===== config.mk =====
export PLATFORM = sky130hd
export DESIGN_NAME = jogao_da_velha_top
export DESIGN_NICKNAME = d
export VERILOG_FILES = /design/src/rtl/jogao_pkg.sv /design/src/rtl/hex7seg.sv /design/src/rtl/verifica_linha3x3.sv /design/src/rtl/jogao_da_velha_top.sv
export SDC_FILE = /design/constraint.sdc
export NUM_CORES = 2
export LEC_CHECK = 0
export BUFFER_PORTS_ARGS = -buffer_cell sky130_fd_sc_hd__buf_2
export CAP_MARGIN = 20
export CORE_MARGIN = 4
export CORE_UTILIZATION = 50
export CTS_CLUSTER_SIZE = 8
export DETAILED_ROUTE_END_ITERATION = 8
export PLACE_DENSITY = 0.77
export SETUP_SLACK_MARGIN = 0.3
export SLEW_MARGIN = 10
export SYNTH_ARGS = -nofsm -noshare
export SYNTH_HDL_FRONTEND = slang
export SYNTH_HIERARCHICAL = 1
export SYNTH_SLANG_ARGS = --single-unit

===== constraint.sdc =====
create_clock -name clock -period 10.2 [get_ports clock]
set_input_delay 2.04 -clock clock [delete_from_list [all_inputs] [get_ports clock]]
set_output_delay 2.04 -clock clock [all_outputs]
set_load 0.005 [all_outputs]

===== src/rtl/jogao_pkg.sv =====
// rtl/jogao_pkg.sv - shared state codes, cell codes, win lines and helpers for jogao da velha
package jogao_pkg;

  typedef enum logic [3:0] {
    INICIAL      = 4'h0,
    PREPARA      = 4'h1,
    ESPERA_MACRO = 4'h2,
    VALIDA_MACRO = 4'h3,
    ESPERA_MICRO = 4'h4,
    VALIDA_MICRO = 4'h5,
    CHECA_MACRO  = 4'h6,
    CHECA_JOGO   = 4'h7,
    TROCA        = 4'h8,
    FIM          = 4'hF
  } estado_t;

  localparam logic [1:0] VAZIO  = 2'b00;
  localparam logic [1:0] J1     = 2'b01;
  localparam logic [1:0] J2     = 2'b10;
  localparam logic [1:0] EMPATE = 2'b11;

  // Zero-based cell indices of the 8 lines: rows, columns, diagonals
  localparam logic [7:0][2:0][3:0] LINHAS = {
    {4'd2, 4'd4, 4'd6}, {4'd0, 4'd4, 4'd8},
    {4'd2, 4'd5, 4'd8}, {4'd1, 4'd4, 4'd7},
    {4'd0, 4'd3, 4'd6}, {4'd6, 4'd7, 4'd8},
    {4'd3, 4'd4, 4'd5}, {4'd0, 4'd1, 4'd2}
  };

  // Returns {exactly_one_hot, zero-based index of the set bit}
  function automatic logic [4:0] decodifica(input logic [8:0] b);
    logic [3:0] idx;
    logic       ok;
    idx = 4'd0;
    for (int i = 0; i < 9; i++) begin
      if (b[i]) idx = 4'(i);
    end
    ok = (b != 9'd0) && ((b & (b - 9'd1)) == 9'd0);
    return {ok, idx};
  endfunction

  // First board-memory slot of a 1-based macro number (0 maps to macro 1)
  function automatic logic [6:0] base_macro(input logic [3:0] m);
    logic [3:0] mi;
    mi = (m == 4'd0) ? 4'd0 : m - 4'd1;
    return {mi, 3'b000} + {3'b000, mi};
  endfunction

endpackage


===== src/rtl/hex7seg.sv =====
// rtl/hex7seg.sv - hex digit to active-low 7-segment {g,f,e,d,c,b,a}
module hex7seg (
  input  logic [3:0] valor,
  output logic [6:0] seg
);

  always_comb begin
    case (valor)
      4'h0: seg = 7'b1000000;
      4'h1: seg = 7'b1111001;
      4'h2: seg = 7'b0100100;
      4'h3: seg = 7'b0110000;
      4'h4: seg = 7'b0011001;
      4'h5: seg = 7'b0010010;
      4'h6: seg = 7'b0000010;
      4'h7: seg = 7'b1111000;
      4'h8: seg = 7'b0000000;
      4'h9: seg = 7'b0010000;
      4'hA: seg = 7'b0001000;
      4'hB: seg = 7'b0000011;
      4'hC: seg = 7'b1000110;
      4'hD: seg = 7'b0100001;
      4'hE: seg = 7'b0000110;
      default: seg = 7'b0001110;
    endcase
  end

endmodule


===== src/rtl/verifica_linha3x3.sv =====
// rtl/verifica_linha3x3.sv - 3x3 line check for one player plus board-full flag
module verifica_linha3x3 import jogao_pkg::*; (
  input  logic [17:0] celulas,
  input  logic [1:0]  jogador,
  output logic        vitoria,
  output logic        cheio
);

  logic [8:0][1:0] c;

  always_comb begin
    c       = celulas;
    vitoria = 1'b0;
    cheio   = 1'b1;
    for (int l = 0; l < 8; l++) begin
      if (c[LINHAS[l][0]] == jogador && c[LINHAS[l][1]] == jogador &&
          c[LINHAS[l][2]] == jogador) begin
        vitoria = 1'b1;
      end
    end
    for (int i = 0; i < 9; i++) begin
      if (c[i] == VAZIO) cheio = 1'b0;
    end
  end

endmodule


===== src/rtl/jogao_da_velha_top.sv =====
// rtl/jogao_da_velha_top.sv - ultimate tic-tac-toe controller: FSM, 81-cell board, win checks, displays
module jogao_da_velha_top import jogao_pkg::*; (
  input  logic       clock,
  input  logic       reset,
  input  logic       iniciar,
  input  logic [8:0] botoes,
  output logic [8:0] leds,
  output logic       pronto,
  output logic       jogar_macro,
  output logic       jogar_micro,
  output logic       db_tem_jogada,
  output logic [6:0] db_macro,
  output logic [6:0] db_micro,
  output logic [6:0] db_estado,
  output logic [6:0] db_jogador,
  output logic [6:0] db_J,
  output logic       s_out
);

  estado_t          estado_q, estado_d;
  logic             jogador_q, jogador_d;
  logic [3:0]       macro_q, macro_d;
  logic [3:0]       micro_q, micro_d;
  logic [80:0][1:0] cells_q, cells_d;
  logic [8:0][1:0]  status_q, status_d;
  logic [8:0]       botoes_q, botoes_d;
  logic             prev_q, prev_d;
  logic             tem_q, tem_d;
  logic             s_out_q, s_out_d;
  logic [8:0]       leds_q, leds_d;
  logic             pronto_q, pronto_d;
  logic             jogar_macro_q, jogar_macro_d;
  logic             jogar_micro_q, jogar_micro_d;

  logic        tem_jogada;
  logic [4:0]  sel;
  logic [6:0]  base_q, base_d;
  logic [3:0]  mi_q;
  logic [1:0]  codigo;
  logic [17:0] celulas_macro;
  logic        vit_macro, cheio_macro, vit_jogo, cheio_jogo;

  assign tem_jogada = (|botoes) & ~prev_q;
  assign sel        = decodifica(botoes_q);
  assign base_q     = base_macro(macro_q);
  assign mi_q       = (macro_q == 4'd0) ? 4'd0 : macro_q - 4'd1;
  assign codigo     = jogador_q ? J2 : J1;

  always_comb begin
    celulas_macro = '0;
    for (int k = 0; k < 9; k++) begin
      celulas_macro[2*k +: 2] = cells_q[base_q + 7'(k)];
    end
  end

  verifica_linha3x3 u_macro (
    .celulas (celulas_macro),
    .jogador (codigo),
    .vitoria (vit_macro),
    .cheio   (cheio_macro)
  );

  // Draw-status macros never equal a player code, so they cannot form a game line
  verifica_linha3x3 u_jogo (
    .celulas (status_q),
    .jogador (codigo),
    .vitoria (vit_jogo),
    .cheio   (cheio_jogo)
  );

  always_comb begin
    estado_d  = estado_q;
    jogador_d = jogador_q;
    macro_d   = macro_q;
    micro_d   = micro_q;
    cells_d   = cells_q;
    status_d  = status_q;
    botoes_d  = botoes;
    prev_d    = |botoes;
    tem_d     = tem_jogada;
    s_out_d   = 1'b0;

    case (estado_q)
      INICIAL: if (iniciar) estado_d = PREPARA;
      PREPARA: begin
        cells_d   = '0;
        status_d  = '0;
        jogador_d = 1'b0;
        macro_d   = 4'd0;
        micro_d   = 4'd0;
        estado_d  = ESPERA_MACRO;
      end
      ESPERA_MACRO: if (tem_jogada) estado_d = VALIDA_MACRO;
      VALIDA_MACRO: begin
        if (sel[4] && status_q[sel[3:0]] == VAZIO) begin
          macro_d  = sel[3:0] + 4'd1;
          estado_d = ESPERA_MICRO;
        end else begin
          estado_d = ESPERA_MACRO;
        end
      end
      ESPERA_MICRO: if (tem_jogada) estado_d = VALIDA_MICRO;
      VALIDA_MICRO: begin
        if (sel[4] && cells_q[base_q + {3'b000, sel[3:0]}] == VAZIO) begin
          cells_d[base_q + {3'b000, sel[3:0]}] = codigo;
          micro_d  = sel[3:0] + 4'd1;
          estado_d = CHECA_MACRO;
        end else begin
          estado_d = ESPERA_MICRO;
        end
      end
      CHECA_MACRO: begin
        if (vit_macro) begin
          status_d[mi_q] = codigo;
          s_out_d        = 1'b1;
        end else if (cheio_macro) begin
          status_d[mi_q] = EMPATE;
        end
        estado_d = CHECA_JOGO;
      end
      CHECA_JOGO: estado_d = (vit_jogo || cheio_jogo) ? FIM : TROCA;
      TROCA: begin
        jogador_d = ~jogador_q;
        macro_d   = micro_q;
        estado_d  = (status_q[micro_q - 4'd1] == VAZIO) ? ESPERA_MICRO : ESPERA_MACRO;
      end
      FIM: if (iniciar) estado_d = PREPARA;
      default: estado_d = INICIAL;
    endcase

    pronto_d      = (estado_d == FIM);
    jogar_macro_d = (estado_d == ESPERA_MACRO);
    jogar_micro_d = (estado_d == ESPERA_MICRO);
    base_d        = base_macro(macro_d);
    leds_d        = '0;
    for (int k = 0; k < 9; k++) begin
      if (estado_d == ESPERA_MICRO || estado_d == VALIDA_MICRO) begin
        leds_d[k] = (cells_d[base_d + 7'(k)] != VAZIO);
      end else begin
        leds_d[k] = (status_d[k] != VAZIO);
      end
    end
  end

  always_ff @(posedge clock or posedge reset) begin
    if (reset) begin
      estado_q      <= INICIAL;
      jogador_q     <= 1'b0;
      macro_q       <= 4'd0;
      micro_q       <= 4'd0;
      cells_q       <= '0;
      status_q      <= '0;
      botoes_q      <= '0;
      prev_q        <= 1'b0;
      tem_q         <= 1'b0;
      s_out_q       <= 1'b0;
      leds_q        <= '0;
      pronto_q      <= 1'b0;
      jogar_macro_q <= 1'b0;
      jogar_micro_q <= 1'b0;
    end else begin
      estado_q      <= estado_d;
      jogador_q     <= jogador_d;
      macro_q       <= macro_d;
      micro_q       <= micro_d;
      cells_q       <= cells_d;
      status_q      <= status_d;
      botoes_q      <= botoes_d;
      prev_q        <= prev_d;
      tem_q         <= tem_d;
      s_out_q       <= s_out_d;
      leds_q        <= leds_d;
      pronto_q      <= pronto_d;
      jogar_macro_q <= jogar_macro_d;
      jogar_micro_q <= jogar_micro_d;
    end
  end

  assign leds          = leds_q;
  assign pronto        = pronto_q;
  assign jogar_macro   = jogar_macro_q;
  assign jogar_micro   = jogar_micro_q;
  assign db_tem_jogada = tem_q;
  assign s_out         = s_out_q;
  assign db_J          = 7'b1100001;

  hex7seg u_hex_macro   (.valor(macro_q),                      .seg(db_macro));
  hex7seg u_hex_micro   (.valor(micro_q),                      .seg(db_micro));
  hex7seg u_hex_estado  (.valor(estado_q),                     .seg(db_estado));
  hex7seg u_hex_jogador (.valor(jogador_q ? 4'd2 : 4'd1),      .seg(db_jogador));

endmodule


==> metrics.md <==
| Metric | Value |
|---|---|
| XOR/XNOR share of the synthesized area | `between 2 and 3%` |
| Pins Over Slew Limit | `0` |
| Pin count of the biggest net entering global routing | `a little over 100` |
| Clk_lat worst skew | `around 580 ps` |
| Cell at the slowest stage of the critical path | `and2_0` |
| Synth Warn # | `6` |
| CP Depth | `27` |
| Routed Antenna Nets | `0` |
| Maximum vdd drop | `124 uV` |
| Top post-synthesis cells by area | `dfrtp_1 (20%), mux2i_1 (10%), nand2_1 (8.5%)` |
| Post-Synth Simple-Gate Area | `26.8%` |
| Top-count cell post-synth | `nand2_1` |
| GR Util All Layers | `just over 40%` |
| Hold Path Class | `reg2reg` |
| Cells after Synth | `3,651` |
| Worst-path clk slew | `roughly 60 ps` |
| Distinct cells, synth | `between 100 and 150` |
| Crit path launch | `macro_q[1]` |
| Nets | `between 3,000 and 4,000` |
| Site Rows | `86` |
| Met3 global-route usage | `a little over a tenth` |
| Register area | `approximately 5400 um^2` |
| Vias in the first global route | `around 28,000` |
| Status | `finished with violations` |
| Met2 usage | `about three fifths` |
| First-pass DRT Iterations | `9` |
| CTS tree | `done` |
| Area occupied by multi-input gates | `20,900 um^2` |
| DRT iter0 DRCs | `5,312` |
| Finished Cell Area | `roughly 30,000 um^2` |
| Post-CTS setup buffers | `0` |
| # IOs | `just over 60` |
| Clk buf depth | `3` |
| FILL cells | `5,301` |
| Fraction of the mapped netlist area in adder cells | `around 2.8%` |
| DRT Wirelength | `between 100,000 and 150,000 um` |
| Setup TNS | `0 ps` |
| RSZ-0062 raised after global routing | `false` |
| Pwr/cell area | `approximately 66 nW/um^2` |
| Congestion Overflow GR | `0` |
| Clock Root Buffer | `clkbuf_16` |
| Area grow syn2layout | `5.73%` |
| Yosys top cell area share | `19.5%` |
| Initial antenna violation count | `2` |
| Global-route wire length before repair | `approximately 190,000 um` |
| Core area | `55,100 um^2` |
| Crit path max fanout | `24` |
| Chip Height | `244 um` |
| Post-DP Area | `roughly 29,000 um^2` |
| Final Hold Fails | `0` |
| Violated checks | `DRC` |
| Area leader, netlist | `dfrtp_1` |
| Layout cells sized above 1 | `12.1%` |
| HPWL after detailed placement | `roughly 97,000 um` |
| Setup violators final | `0` |
| Seq cells post-synth | `between 200 and 250` |
| Worst slack, placed | `1550 ps` |
| Setup crit end | `leds[7]` |
| Critical Path End Type | `flip-flop` |
| CP Buf/Inv Count | `4` |
| Gp weighted congestion | `1.10` |
| CP Class | `reg2reg` |
| Capturing point of the worst reg2reg path | `leds[7]` |
| Average routed wire per standard cell | `about 29 um` |
| Fin util | `a little over half` |
| Slowest stage delay, CP | `840 ps` |
| Total clock sinks | `217` |
| Crit-path leading delay family | `compound AO/OA/AOI/OAI gates` |
| Synthesized cell area | `27,800 um^2` |
| Routed vias/inst | `approximately 7.3` |
| Resize count post-CTS | `0` |
| Ys flop type | `dfrtp_1` |
| Fraction of registers with async set/reset | `100%` |
| Post-synthesis compound-gate area fraction | `21.9%` |
| Busiest grt layer | `met2` |
| Die W | `about 240 um` |
| Critical Path Source Type | `flip-flop` |
| Min Tclk post-route | `8980 ps` |
| Tcrit/Tclk final | `88.0%` |
| R2R cell count | `27` |
| Residual DRC | `3` |
| Syn Area/Cell | `approximately 7.6 um^2` |
| H-tree depth | `1` |
| Crit path required time | `around 11,000 ps` |
| Worst Setup Slack, final | `1220 ps` |
| EDFF count, synth | `0` |
| Total number of vias | `approximately 31,000` |
| Slew HR | `between 10% and 20%` |
| Leak | `between 10 and 15 nW` |
| Main combinational cell family by area after synthesis | `simple AND/OR/NAND/NOR gates` |
| Worst slew pin tran | `1260 ps` |
| Arr. time, crit path | `~9500 ps` |
| Die area | `slightly below 60,000 um^2` |
| Fmax | `between 0.1 and 0.15 GHz` |
| Seq/Total Area, Yosys | `19.5%` |
| Clock Skew | `roughly 18 ps` |
| # hold bufs at CTS | `0` |
| Port bufs | `between 50 and 60` |
| Commonest cells in the netlist | `nand2_1 (632), nor2_1 (305), mux2i_1 (289)` |
| Post-synthesis mux area share | `20.3%` |
| Total CTS buffers | `31` |
| Met1 track demand over resource | `~53%` |
| Initial core utilization | `between 50% and 60%` |
| R2R Path Start | `macro_q[1]` |
| Register-to-register setup slack | `~1200 ps` |
| Max_cap viols | `0` |
==> cell families (layout without fill, tap and decap cells) <==
family / count (synthesis) / count (layout)
XOR/XNOR: 86 / 86
other: 2 / 13
AND/OR/NAND/NOR: 1603 / 1603
buffers and inverters: 369 / 257
multiplexers: 433 / 433
flip-flops: 217 / 217
adder cells (fa/ha/maj): 63 / 63
AO/OA/AOI/OAI: 878 / 878
==> layer usage <==
layer	wire (um)	share of wire [%]
met5	0	0
met1	46600	37
met4	11100	8.8
met3	17100	13
met2	51800	41
==> cell usage in the layout (no fill, tap or decap), types with 15 or more instances in the layout <==
master and instances:
a211o_1 16, a211oi_1 44, a21o_1 15, a21oi_1 136, a22o_1 17, a31oi_1 95, a32o_1 21, a41oi_1 20
and2_1 22, and3_1 94, buf_2 54, buf_4 92, clkbuf_16 31, dfrtp_1 215, ha_1 59, inv_1 59
mux2_2 41, mux2i_1 289, mux4_2 94, nand2_1 631, nand2b_1 20, nand3_1 169, nand4_1 37, nor2_1 301
nor2b_1 18, nor3_1 155, nor4_1 35, o211ai_1 36, o21a_1 20, o21ai_0 186, o22ai_1 45, o31ai_1 32
or2_2 19, or3_1 20, or4_1 17, xnor2_1 48, xor2_1 32
==> worst min path at each step <==
stage                    endpoint   start  slack [ps]  cells after the start
global route        db_tem_jogada  prev_q         480                      1
CTS                 db_tem_jogada  prev_q         460                      1
finish              db_tem_jogada  prev_q         460                      1
detailed placement  db_tem_jogada  prev_q         430                      1
floorplan           db_tem_jogada  prev_q         390                      1
global placement    db_tem_jogada  prev_q         440                      1
==> power by group <==
group | internal (mW) | switching (mW)
Sequential | 0.864 | 0.00395
Combinational | 0.0334 | 0.107
Clock | 0.533 | 0.404
Total | 1.43 | 0.515
==> metrics by stage <==
stage	instances	hold slack, ps	total power [mW]
floorplan	3661	395	0.973
global placement	4254	436	1.02
detailed placement	4257	428	1.02
CTS	4293	456	1.93
global route	4297	475	1.97
finish	4298	461	1.95
==> final cells by class <==
class / instances / share of cell area (%)
multi-input combinational: 3075 / 71.1
sequential: 217 / 18.5
timing repair buffer: 150 / 3.56
tap: 748 / 3.18
clock buffer: 35 / 2.69
inverter: 71 / 0.961
clock inverter: 1 / 0.0255
antenna: 1 / 0.00850
==> state kept, by name, indices dropped and copies added (netlist names), 4 cells and up <==
register	count
status_q	18
micro_q	4
macro_q	4
botoes_q	9
estado_q	4
cells_q	162
leds	9
(Power assumes the default switching activity.)
